`config.mk`:
```
export PLATFORM = sky130hd
export DESIGN_NAME = fir_sched_flat
export DESIGN_NICKNAME = d
export VERILOG_FILES = /design/src/rtl/fir_sched_pkg.sv /design/src/rtl/fir_sched_if.sv /design/src/rtl/fir_rr_arb.sv /design/src/rtl/fir_sched.sv /design/src/flat_wrapper.sv
export SDC_FILE = /design/constraint.sdc
export NUM_CORES = 1
export LEC_CHECK = 0
export BUFFER_PORTS_ARGS = -buffer_cell sky130_fd_sc_hd__buf_2
export CAP_MARGIN = 20
export CORE_UTILIZATION = 40
export CTS_CLUSTER_DIAMETER = 120
export DETAILED_ROUTE_END_ITERATION = 7
export GPL_TIMING_DRIVEN = 0
export PLACE_DENSITY = 0.61
export SLEW_MARGIN = 20
export SYNTH_ARGS = -nofsm -noshare
export SYNTH_HDL_FRONTEND = slang
export SYNTH_HIERARCHICAL = 1
export SYNTH_SLANG_ARGS = --single-unit
```
`constraint.sdc`:
```
create_clock -name clk -period 3.5 [get_ports clk]
set_input_delay 0.35 -clock clk [delete_from_list [all_inputs] [get_ports clk]]
set_output_delay 0.35 -clock clk [all_outputs]
set_load 0.02 [all_outputs]
```
`src/rtl/fir_sched_pkg.sv`:
```
// Shared types, register map and micro-op table for the two-channel FIR scheduler.
package fir_sched_pkg;

    localparam int NTAPS   = 4;
    localparam int CIDX_W  = $clog2(NTAPS);
    localparam int SEQ_LEN = 11;
    localparam logic [3:0] K_LAST = 4'(SEQ_LEN - 1);

    localparam logic [3:0] R_OUT       = 4'd0;
    localparam logic [3:0] R_ACC       = 4'd1;
    localparam logic [3:0] R_TMP       = 4'd2;
    localparam logic [3:0] R_CH0_BASE  = 4'd3;
    localparam logic [3:0] R_CH1_BASE  = 4'd7;
    localparam logic [3:0] R_COEF_BASE = 4'd11;

    typedef enum logic [2:0] {
        OP_NOP   = 3'd0,
        OP_COPY  = 3'd1,
        OP_LOAD1 = 3'd2,
        OP_LOAD2 = 3'd3,
        OP_ADD   = 3'd4,
        OP_SUB   = 3'd5,
        OP_MUL   = 3'd6
    } op_t;

    typedef enum logic [1:0] {
        ST_IDLE,
        ST_COEFF,
        ST_SAMPLE,
        ST_DONE
    } state_t;

    typedef struct packed {
        op_t        op;
        logic [3:0] src1;
        logic [3:0] src2;
        logic [3:0] dest;
    } uop_t;

    function automatic uop_t mk_uop(input op_t o, input logic [3:0] s1,
                                    input logic [3:0] s2, input logic [3:0] d);
        uop_t u;
        u.op   = o;
        u.src1 = s1;
        u.src2 = s2;
        u.dest = d;
        return u;
    endfunction

    function automatic logic is_arith(input op_t o);
        return (o == OP_ADD) || (o == OP_SUB) || (o == OP_MUL);
    endfunction

    // Shift the tap line oldest-first so no tap is overwritten before it is copied.
    function automatic uop_t sample_uop(input logic [3:0] k, input logic ch);
        logic [3:0] s0;
        uop_t       u;
        s0 = ch ? R_CH1_BASE : R_CH0_BASE;
        case (k)
            4'd0:    u = mk_uop(OP_COPY,  s0 + 4'd2, 4'd0, s0 + 4'd3);
            4'd1:    u = mk_uop(OP_COPY,  s0 + 4'd1, 4'd0, s0 + 4'd2);
            4'd2:    u = mk_uop(OP_COPY,  s0,        4'd0, s0 + 4'd1);
            4'd3:    u = mk_uop(OP_LOAD1, 4'd0,      4'd0, s0);
            4'd4:    u = mk_uop(OP_MUL,   s0,        R_COEF_BASE,        R_ACC);
            4'd5:    u = mk_uop(OP_MUL,   s0 + 4'd1, R_COEF_BASE + 4'd1, R_TMP);
            4'd6:    u = mk_uop(OP_ADD,   R_ACC,     R_TMP,              R_ACC);
            4'd7:    u = mk_uop(OP_MUL,   s0 + 4'd2, R_COEF_BASE + 4'd2, R_TMP);
            4'd8:    u = mk_uop(OP_ADD,   R_ACC,     R_TMP,              R_ACC);
            4'd9:    u = mk_uop(OP_MUL,   s0 + 4'd3, R_COEF_BASE + 4'd3, R_TMP);
            4'd10:   u = mk_uop(OP_ADD,   R_ACC,     R_TMP,              R_OUT);
            default: u = mk_uop(OP_NOP,   4'd0,      4'd0,               4'd0);
        endcase
        return u;
    endfunction

endpackage

```
`src/rtl/fir_sched_if.sv`:
```
// Strobe inputs and datapath control outputs of the FIR scheduler.
interface fir_sched_if;
    import fir_sched_pkg::*;

    logic [1:0] dr;
    logic       lc;
    logic       overflow;
    op_t        op;
    logic [3:0] src1;
    logic [3:0] src2;
    logic [3:0] dest;
    logic       sample_sel;
    logic       modwait;
    logic [1:0] out_valid;
    logic [1:0] cnt_up;
    logic       err;
    logic       overrun;

    modport master (
        input  dr, lc, overflow,
        output op, src1, src2, dest, sample_sel, modwait, out_valid, cnt_up, err, overrun
    );

    modport slave (
        output dr, lc, overflow,
        input  op, src1, src2, dest, sample_sel, modwait, out_valid, cnt_up, err, overrun
    );
endinterface

```
`src/rtl/fir_rr_arb.sv`:
```
// Two-requester round-robin arbiter with a priority override and a grant enable.
module fir_rr_arb (
    input  logic       clk,
    input  logic       n_rst,
    input  logic [1:0] req,
    input  logic       prio,
    input  logic       en,
    output logic       gnt_prio,
    output logic [1:0] gnt
);

    logic ptr;  // channel favoured on the next tie

    always_comb begin
        gnt_prio = en & prio;
        gnt      = 2'b00;
        if (en && !prio) begin
            if (req == 2'b11) begin
                gnt[ptr] = 1'b1;
            end else begin
                gnt = req;
            end
        end
    end

    always_ff @(posedge clk or negedge n_rst) begin
        if (!n_rst) begin
            ptr <= 1'b0;
        end else if (gnt[0]) begin
            ptr <= 1'b1;
        end else if (gnt[1]) begin
            ptr <= 1'b0;
        end
    end

endmodule

```
`src/rtl/fir_sched.sv`:
```
// Two-channel micro-op scheduler for the shared register-file FIR datapath.
// Duplicate-request detection is built only when FIR_SCHED_OVERRUN_EN is defined.
//
// state  | meaning
// IDLE   | datapath idle, arbitrate pending requests
// COEFF  | one LOAD2 into the next coefficient register
// SAMPLE | 11-step shift/multiply/accumulate for the granted channel
// DONE   | result in r0, pulse out_valid/cnt_up for that channel
module fir_sched
    import fir_sched_pkg::*;
(
    input  logic        clk,
    input  logic        n_rst,
    fir_sched_if.master bus
);

    state_t            state, state_nx;
    logic [3:0]        k, k_nx;
    logic              gch;
    logic [CIDX_W-1:0] cidx;
    logic [1:0]        pend_dr, gnt;
    logic              pend_lc, gnt_lc;
    logic              seq_ovf, ovf_hit, err_q;
    uop_t              uop;
    logic              modwait;
    logic [1:0]        out_valid;

    fir_rr_arb u_arb (
        .clk      (clk),
        .n_rst    (n_rst),
        .req      (pend_dr),
        .prio     (pend_lc),
        .en       (state == ST_IDLE),
        .gnt_prio (gnt_lc),
        .gnt      (gnt)
    );

    // A pulse coinciding with the grant re-arms the flag for another pass.
    always_ff @(posedge clk or negedge n_rst) begin
        if (!n_rst) begin
            pend_dr <= 2'b00;
            pend_lc <= 1'b0;
        end else begin
            pend_dr <= (pend_dr & ~gnt) | bus.dr;
            pend_lc <= (pend_lc & ~gnt_lc) | bus.lc;
        end
    end

    always_ff @(posedge clk or negedge n_rst) begin
        if (!n_rst) begin
            state <= ST_IDLE;
            k     <= 4'd0;
        end else begin
            state <= state_nx;
            k     <= k_nx;
        end
    end

    always_comb begin
        state_nx  = state;
        k_nx      = 4'd0;
        uop       = '0;
        modwait   = 1'b0;
        out_valid = 2'b00;
        case (state)
            ST_IDLE: begin
                if (gnt_lc) begin
                    state_nx = ST_COEFF;
                end else if (|gnt) begin
                    state_nx = ST_SAMPLE;
                end
            end
            ST_COEFF: begin
                uop      = mk_uop(OP_LOAD2, 4'd0, 4'd0, R_COEF_BASE + 4'(cidx));
                modwait  = 1'b1;
                state_nx = ST_IDLE;
            end
            ST_SAMPLE: begin
                uop     = sample_uop(k, gch);
                modwait = 1'b1;
                if (k == K_LAST) begin
                    state_nx = ST_DONE;
                end else begin
                    k_nx = k + 4'd1;
                end
            end
            ST_DONE: begin
                modwait        = 1'b1;
                out_valid[gch] = 1'b1;
                state_nx       = ST_IDLE;
            end
            default: state_nx = ST_IDLE;
        endcase
    end

    assign ovf_hit = (state == ST_SAMPLE) && is_arith(uop.op) && bus.overflow;

    // err updates on the edge into DONE so it is valid alongside out_valid.
    always_ff @(posedge clk or negedge n_rst) begin
        if (!n_rst) begin
            gch     <= 1'b0;
            cidx    <= '0;
            seq_ovf <= 1'b0;
            err_q   <= 1'b0;
        end else begin
            if (|gnt) begin
                gch     <= gnt[1];
                seq_ovf <= 1'b0;
            end else if (ovf_hit) begin
                seq_ovf <= 1'b1;
            end
            if (state == ST_COEFF) begin
                cidx <= cidx + CIDX_W'(1);
            end
            if (state == ST_SAMPLE && k == K_LAST) begin
                err_q <= seq_ovf | ovf_hit;
            end
        end
    end

`ifdef FIR_SCHED_OVERRUN_EN
    logic overrun_q;
    logic dup;

    assign dup = (|(bus.dr & pend_dr & ~gnt)) | (bus.lc & pend_lc & ~gnt_lc);

    always_ff @(posedge clk or negedge n_rst) begin
        if (!n_rst) begin
            overrun_q <= 1'b0;
        end else if (dup) begin
            overrun_q <= 1'b1;
        end
    end

    assign bus.overrun = overrun_q;
`else
    assign bus.overrun = 1'b0;
`endif

    assign bus.op         = uop.op;
    assign bus.src1       = uop.src1;
    assign bus.src2       = uop.src2;
    assign bus.dest       = uop.dest;
    assign bus.sample_sel = gch;
    assign bus.modwait    = modwait;
    assign bus.out_valid  = out_valid;
    assign bus.cnt_up     = out_valid;
    assign bus.err        = err_q;

endmodule

```
`src/flat_wrapper.sv`:
```
// flat-port wrapper written by rule: the top's interface ports become plain ports
module fir_sched_flat import fir_sched_pkg::*;
  (clk, n_rst, bus_dr, bus_lc, bus_overflow, bus_op, bus_src1, bus_src2, bus_dest, bus_sample_sel, bus_modwait, bus_out_valid, bus_cnt_up, bus_err, bus_overrun);
  fir_sched_if bus_i ();
  input  logic clk;
  input  logic n_rst;
  input wire logic [$bits(bus_i.dr)-1:0] bus_dr;
  input wire logic [$bits(bus_i.lc)-1:0] bus_lc;
  input wire logic [$bits(bus_i.overflow)-1:0] bus_overflow;
  output wire logic [$bits(bus_i.op)-1:0] bus_op;
  output wire logic [$bits(bus_i.src1)-1:0] bus_src1;
  output wire logic [$bits(bus_i.src2)-1:0] bus_src2;
  output wire logic [$bits(bus_i.dest)-1:0] bus_dest;
  output wire logic [$bits(bus_i.sample_sel)-1:0] bus_sample_sel;
  output wire logic [$bits(bus_i.modwait)-1:0] bus_modwait;
  output wire logic [$bits(bus_i.out_valid)-1:0] bus_out_valid;
  output wire logic [$bits(bus_i.cnt_up)-1:0] bus_cnt_up;
  output wire logic [$bits(bus_i.err)-1:0] bus_err;
  output wire logic [$bits(bus_i.overrun)-1:0] bus_overrun;
  assign bus_i.dr = bus_dr;
  assign bus_i.lc = bus_lc;
  assign bus_i.overflow = bus_overflow;
  assign bus_op = bus_i.op;
  assign bus_src1 = bus_i.src1;
  assign bus_src2 = bus_i.src2;
  assign bus_dest = bus_i.dest;
  assign bus_sample_sel = bus_i.sample_sel;
  assign bus_modwait = bus_i.modwait;
  assign bus_out_valid = bus_i.out_valid;
  assign bus_cnt_up = bus_i.cnt_up;
  assign bus_err = bus_i.err;
  assign bus_overrun = bus_i.overrun;
  fir_sched u_core (.clk(clk), .n_rst(n_rst), .bus(bus_i));
endmodule
```
==> results.md, run 1 <==
* Routed Antenna Nets at 0
* DRT iter0 DRCs at 13
* Synth Flop Type: dfrtp_1
* RePlAce Congestion at a little over 0.8
* Slew Limit Fails at 0
* Drt via density at 5.34
* Tcrit/Tclk final at 0.645
* Resized cells post-CTS at 0
* Commonest non-fill, non-tap cell in the layout: buf_2
* Clock Path Buffers at 2
* Final worst path period need at between 2000 and 2500 ps
* Port-buffer cells at 27
* Post-CTS Setup Inserts at 0
* Drt drc at 0
* Worst skew pair latency at 290 ps
* Root buffer cell: clkbuf_4
* Arr. time, crit path at 1910 ps
* Ranking of synthesized cells by area: dfrtp_1, ha_1, a21oi_1, nand2_1, a21o_1
* Largest area contributor in the netlist: dfrtp_1
* Die area at 2990 um2
* Tot GR Track Use at 0.202
* Top-area cell type share of the netlist area at 0.339
* Startpoint types: register
* CTS tree: yes
* Synth Instances at 133
* Avg WL per Cell at about 13 um
* Routed WL at between 2000 and 3000 um
* Status: finished, final reports clean
* Area grow syn2layout at 19.0%
* Fmax at about 440 MHz
* Sequential cell area at 375 um2
* Synthesized area at 1110 um2
* Row cnt at 18
* Starting Density at 0.436
* Share of cells above drive strength 1 at 0.273
* Vias at 1,042
* Nets at approximately 180
* EDFF count, synth at 0
* Synth Warn # at 6
* Peak VDD IR at 0.475 mV
* CP required at 3150 ps
* Sum of negative setup slack at 0 ps
* Post-synthesis sequential area ratio at 0.339
* Worst Setup End Kind: output port
* Pwr per Cell Area at 819 nW/um2
* First-pass GRT wire length at roughly 4200 um
* Crit Path Max Fanout at 9
* Layout Cells excl Fill at ~200
* Clk sinks at 15
* Post-synthesis register bit count at 15
* Largest net degree at the start of global routing at 16
* Final Skew at 0.997 ps
* Leakage at approximately 0.68 nW
* TritonRoute pass-1 iters at 4
* Cts bufs inserted at 3
* Vias in the first global route at 923
* N_diodes at 0
* Syn Area/Cell at 8.34 um2
* Net Count, Synth at 145
* Worst hold path class: input port to register
* Placed Instances at 190
* RSZ-0062 raised after global routing: false
* Yosys cell types at 40
* Gr ovfl total at 0
* Post-synthesis async set-or-reset flop share at 1.00
* Worst-path clk slew at 90 ps
* Core Area at between 2000 and 3000 um2
* Setup CP Type: register to output port
* Max_cap viols at 0
* Initial antenna violation count at 0
* CTS Hold Buffers Added at 1
* Dpl hpwl at 1950 um
* IO Pins at 29
* Multi-input logic area at 636 um2
* Final Hold Viols at 0
* Most frequent cells in the layout: buf_2, dfrtp_1, nand2_1
* Final setup viols at 0
* FILL cells at roughly 270
* CTS H-tree lvls at 1
* Die H at ~55 um
* Die W at 54.6 um
==> cell type report <==
class                      instances  area share
multi-input combinational         99       0.482
sequential                        15       0.285
timing repair buffer              28       0.110
buffer                             9      0.0455
inverter                          10      0.0285
tap                               30      0.0285
clock buffer                       3      0.0171
clock inverter                     1     0.00380
==> stage by stage <==
stage | utilization | power, mW | setup slack, ps | cell area, um2 | hold WS [ps]
2_1_floorplan | - | 0.789 | 1630 | 1110 | 54.4
3_3_place_gp | 0.503 | 0.955 | 1610 | 1280 | 279
3_5_place_dp | 0.503 | 0.976 | 1560 | 1280 | 282
4_1_cts | 0.518 | 1.08 | 1220 | 1320 | 224
5_1_grt | 0.518 | 1.18 | 1080 | 1320 | 224
6_report | 0.518 | 1.08 | 1240 | 1320 | 236
==> final timing paths <==
| path | start | endpoint | slack [ps] | cells past startpoint |
|---|---|---|---|---|
| min reg2reg | u_core/cidx[0] | u_core/cidx[0] | 490 | 1 |
| min in group asynchronous | n_rst | u_core/bus.sample_sel | 490 | 2 |
| min | bus_lc | u_core/pend_lc | 240 | 2 |
| max in group asynchronous | n_rst | u_core/k[1] | 2760 | 2 |
| max reg2reg | u_core/state[0] | u_core/state[1] | 1670 | 7 |
| max | u_core/state[0] | bus_src1[2] | 1240 | 7 |
==> report_power, final <==
part | internal (mW) | leakage, nW | total [mW] | switching [mW]
clock | 0.0425 | 0.0177 | 0.101 | 0.0588
sequential | 0.229 | 0.177 | 0.275 | 0.0466
combinational | 0.269 | 0.481 | 0.703 | 0.435
==> kinds of logic after synthesis <==
| group | synth area share |
|---|---|
| xor+xnor | 0.0553 |
| flops | 0.339 |
| simple gates | 0.228 |
| compound gates | 0.210 |
| buf+inv | 0.0880 |
| fa+ha+maj | 0.0677 |
| other cells | 0.00338 |
| mux | 0.00903 |
==> registers in the layout (all words and copies together), names as in the netlist <==
signal,cells
u_core/k,4
u_core/cidx,2
u_core/pend_dr,2
u_core/state,2
u_core/bus.err,1
u_core/bus.sample_sel,1
u_core/pend_lc,1
u_core/seq_ovf,1
u_core/u_arb/ptr,1
==> per-layer routing <==
metal | GRT usage | wire length (um) | vias up
li1 | - | - | 515
met1 | 0.243 | 1220 | 491
met2 | 0.325 | 1190 | 30
met3 | 0.0611 | 136 | 6
met4 | 0.0940 | 55 | 0
met5 | 0 | 0 | -
==> cell usage after synthesis (2+ instances only) <==
cell type and number:
nor3_1 2, o21ai_1 4, nand2_1 12, and2_1 2, a31oi_1 2, nand2b_1 2, a41oi_1 2, buf_2 3
nor2b_1 2, inv_1 10, ha_1 6, dfrtp_1 15, xor2_1 3, o21ai_0 6, and3_1 4, nor2_1 9
a21oi_1 11, a21o_1 5, nand3b_1 4, buf_4 4, o22ai_1 3, xnor2_1 4
==> worst max-delay path: stages, from the launching register on <==
cell and delay [ps]:
dfrtp_1 410, inv_1 150, ha_1 160, buf_2 180, nand2_1 230, nor3_1 230
a21o_1 110, buf_2 150
(Power assumes the default switching activity.)
==> run 2: changes to the inputs <==
==> constraint.sdc (replaced) <==
create_clock -name clk -period 2.3 [get_ports clk]
set_input_delay 0.23 -clock clk [delete_from_list [all_inputs] [get_ports clk]]
set_output_delay 0.23 -clock clk [all_outputs]
set_load 0.02 [all_outputs]
==> results.md, run 2 (synthesis results as in run 1) <==
* Status: finished, final reports clean
* Die H at 54.6 um
* Arr. time, crit path at 1840 ps
* Drt via density at about 5.4
* Final setup viols at 0
* Routed wl met2 at between 1000 and 1500 um
* Core Area at between 2000 and 3000 um2
* Pwr per Cell Area at 1250 nW/um2
* Startpoint types: register
* Flop2flop setup slack at 460 ps
* Worst Setup EP: bus_dest[2]
* CTS H-tree lvls at 1
* Vias in the first global route at 923
* Design area at 1320 um2
* IO Pins at 29
* Tcrit/Tclk final at 0.899
* Post-CTS Setup Inserts at 0
* Number of flip-flops in the largest register at 4
* Vias at 1,045
* Die area at 2990 um2
* WHS at 116 ps
* Initial antenna violation count at 0
* N_diodes at 0
* WL met3 at 140 um
* Placement Cell Area at around 1300 um2
* TritonRoute pass-1 iters at 4
* DRT iter0 DRCs at 9
* Sum of negative setup slack at 0 ps
* Worst Setup End Kind: output port
* FF-to-FF End: u_core/state[1]
* Worst-path clk slew at roughly 90 ps
* Slew Limit Fails at 0
* Cts bufs inserted at 3
* Wire length on met1 at between 1000 and 1500 um
* Fmax at about 480 MHz
* Die W at around 55 um
* Row cnt at 18
* Worst skew pair latency at 290 ps
* Biggest register: u_core/k
* Crit Path Max Fanout at 9
* Setup CP Type: register to output port
* First-pass GRT wire length at slightly above 4000 um
* Share of cells above drive strength 1 at 0.279
* Final core area utilization at 0.519
* RePlAce Congestion at between 0.8 and 0.9
* R2R depth at 7
* Clk sinks at 15
* Max_cap viols at 0
* Tot GR Track Use at 0.202
* Worst r2r src: u_core/state[0]
* Final worst path period need at 2070 ps
* CTS tree: yes
* Port-buffer cells at 27
* Final Skew at about 1.8 ps
* RSZ-0062 raised after global routing: false
* Largest net degree at the start of global routing at 16
* Nets at 178
* Starting Density at 0.436
* CP required at between 2000 and 2500 ps
* Commonest non-fill, non-tap cell in the layout: buf_2
* Leakage at 0.676 nW
* Worst hold path class: input port to register
* Highest routed layer: met4
* Gr ovfl total at 0
* Drt drc at 0
* Avg WL per Cell at between 10 and 15 um
* CP Launch Point: u_core/state[0]
* Dpl hpwl at 1950 um
* Most frequent cells in the layout: buf_2, dfrtp_1, nand2_1, a21oi_1, inv_1
* Root buffer cell: clkbuf_4
* Clock Path Buffers at 2
* Routed WL at 2610 um
* Routed Antenna Nets at 0
* Peak VDD IR at 0.728 mV
* Final Hold Viols at 0
* Area grow syn2layout at 19.2%
run 2: cell counts in the layout (fill, tap and decap cells not counted):
Identical to the previous run, type by type.
run 2: report_power, final:
part / switching (mW) / internal (mW) / total (mW)
Clock: 0.0891 / 0.0647 / 0.154
Combinational: 0.667 / 0.411 / 1.08
Sequential: 0.0701 / 0.348 / 0.418
Total: 0.826 / 0.824 / 1.65
run 2: layout make-up:
cell class	instances	area (um2)
fillers	270	1220
multi-input cells	99	638
flip-flops and latches	15	375
repair buffers	28	145
plain buffers	9	60.1
inverters	10	37.5
well taps	30	37.5
clock buffers	3	22.5
clock inverters	1	5.00
run 2: how the worst min path moves through the flow:
stage | start | endpoint | slack (ps) | cells after the start
final | bus_lc | u_core/pend_lc | 120 | 2
after global routing | bus_lc | u_core/pend_lc | 100 | 2
after CTS | bus_dr[1] | u_core/pend_dr[1] | 100 | 2
after detailed placement | n_rst | u_core/state[0] | 160 | 1
after global placement | n_rst | u_core/cidx[1] | 160 | 1
after floorplan | n_rst | u_core/bus.err | -70 | 0
run 2: through the flow:
step | power (mW) | cells | setup slack [ps]
after floorplan | 1.20 | 133 | 554
after global placement | 1.45 | 190 | 533
after detailed placement | 1.48 | 190 | 481
after CTS | 1.65 | 195 | 136
after global routing | 1.80 | 195 | 30.2
final | 1.65 | 195 | 233
run 2: metal layers:
metal  track usage  vias up
met4        0.0940        0
li1              -      518
met5             0        -
met2         0.325       37
met1         0.243      484
met3        0.0611        6
run 2: critical path, cell delays in order (launching register included):
cell     delay [ps]
dfrtp_1         410
inv_1           150
ha_1            160
buf_2           190
and2_1          260
nand3_1         130
o21ai_0          80
buf_2           180
run 2: what timing repair did:
item / in CTS / in global routing
hold buffers: 1 / 0
setup endpoints to repair: 0 / 1
hold endpoints to repair: 15 / 0
gates resized for setup: 0 / 1
==> run 3: changes to the inputs <==
--- a/config.mk
+++ b/config.mk
@@ -7,11 +7,11 @@
 export LEC_CHECK = 0
 export BUFFER_PORTS_ARGS = -buffer_cell sky130_fd_sc_hd__buf_2
 export CAP_MARGIN = 20
-export CORE_UTILIZATION = 40
+export CORE_UTILIZATION = 52
 export CTS_CLUSTER_DIAMETER = 120
 export DETAILED_ROUTE_END_ITERATION = 7
 export GPL_TIMING_DRIVEN = 0
-export PLACE_DENSITY = 0.61
+export PLACE_DENSITY = 0.77
 export SLEW_MARGIN = 20
 export SYNTH_ARGS = -nofsm -noshare
 export SYNTH_HDL_FRONTEND = slang
==> results.md, run 3 (synthesis results as in run 1) <==
* Arr. time, crit path at around 1900 ps
* Cts bufs inserted at 3
* Leakage at 0.671 nW
* Worst hold path class: input port to register
* Final setup viols at 0
* CTS H-tree lvls at 1
* First-pass GRT wire length at 3640 um
* Startpoint types: register
* Peak VDD IR at between 0.6 and 0.7 mV
* Final Skew at 5.44 ps
* Area grow syn2layout at 18.8%
* Starting Density at 0.559
* FILL cells at between 150 and 200
* Crit Path Max Fanout at 9
* Initial antenna violation count at 0
* CP most frequent cell: buf_2
* DP Worst Slack at 521 ps
* Worst-path clk slew at 100 ps
* Buffer and inverter count on the worst path at 3
* Placement Cell Area at 1280 um2
* Vias in the first global route at 803
* Resized cells post-CTS at 0
* Die H at 48.2 um
* Multi-input logic area at roughly 640 um2
* Max_cap viols at 0
* Commonest non-fill, non-tap cell in the layout: buf_2
* Status: finished, final reports clean
* Dpl hpwl at about 1800 um
* Worst Setup End Kind: output port
* RePlAce Congestion at around 0.93
* Biggest register: u_core/k
* Die area at around 2300 um2
* CP max stage delay at 410 ps
* Slew Limit Fails at 0
* Core Area at 1980 um2
* Tot GR Track Use at 0.228
* Root buffer cell: clkbuf_4
* Drt drc at 0
* Share of cells above drive strength 1 at 0.273
* Sum of negative setup slack at 0 ps
* Die W at 48.2 um
* Design area at 1320 um2
* DRT iter0 DRCs at 37
* Worst skew pair latency at 290 ps
* Final worst slack at ~210 ps
* N_diodes at 0
* Routed WL at 2420 um
* Clk sinks at 15
* RSZ-0062 raised after global routing: false
* Final Hold Viols at 0
* Fmax at 479 MHz
* Tcrit/Tclk final at 0.907
* Number of flip-flops in the largest register at 4
* Sequential cell area at 375 um2
* CP cell instances: inv_1, ha_1, buf_2, nand2_1, nor3_1, a21o_1, buf_2
* Clock Path Buffers at 2
* Routed Antenna Nets at 0
* Nets at 178
* Final worst path period need at 2090 ps
* CP required at 2070 ps
* Row cnt at 16
* Vias at around 1,000
* TritonRoute pass-1 iters at 4
* Pwr per Cell Area at 1240 nW/um2
* CTS tree: yes
* Gr ovfl total at 0
* Most frequent cells in the layout: buf_2, dfrtp_1, nand2_1
* Port-buffer cells at 27
* Drt via density at 5.44
* Largest net degree at the start of global routing at 16
* Setup CP Type: register to output port
* Slowest CP cell: dfrtp_1
* IO Pins at 29
* Avg WL per Cell at approximately 13 um
* Critical path's top delay family: buffers and inverters
## run 3: where the power goes
group / switching (mW) / internal, mW
Clock: 0.0957 / 0.0661
Combinational: 0.648 / 0.409
Sequential: 0.0670 / 0.348
## run 3: layout make-up
type,instances,share of cell area
Inverter,10,0.0285
Clock inverter,1,0.00570
Timing Repair Buffer,28,0.110
Sequential cell,15,0.285
Tap cell,27,0.0256
Buffer,9,0.0456
Clock buffer,3,0.0171
Multi-Input combinational cell,99,0.482
## run 3: per-stage QoR
step            util  hold WS, ps  instances  power [mW]
6_report       0.665          112        192        1.63
5_1_grt        0.665          104        192        1.78
4_1_cts        0.665          102        192        1.64
3_5_place_dp   0.645          160        187        1.47
3_3_place_gp   0.645          155        187        1.43
2_1_floorplan      -        -65.6        133        1.20
## run 3: final timing paths
| kind | slack [ps] | cells after the start | to | startpoint |
|---|---|---|---|---|
| max in group asynchronous | 1680 | 2 | u_core/bus.err | n_rst |
| max | 210 | 7 | bus_src1[2] | u_core/state[0] |
| min reg2reg | 500 | 1 | u_core/cidx[0] | u_core/cidx[0] |
| max reg2reg | 480 | 7 | u_core/state[1] | u_core/state[0] |
| min in group asynchronous | 360 | 2 | u_core/cidx[0] | n_rst |
| min | 110 | 2 | u_core/pend_dr[1] | bus_dr[1] |
## run 3: metal layers
metal | vias up | wire length (um) | track usage | share of wire
met3 | 6 | 92 | 0.0481 | 0.038
met4 | 0 | 40 | 0.0889 | 0.017
met1 | 489 | 1170 | 0.336 | 0.48
li1 | 518 | - | - | -
met2 | 32 | 1120 | 0.325 | 0.46
met5 | - | 0 | 0 | 0
## run 3: repair_timing
action	CTS	global route
setup endpoints to repair	0	0
buffers inserted	0	0
hold endpoints to repair	15	0
hold buffers	1	0
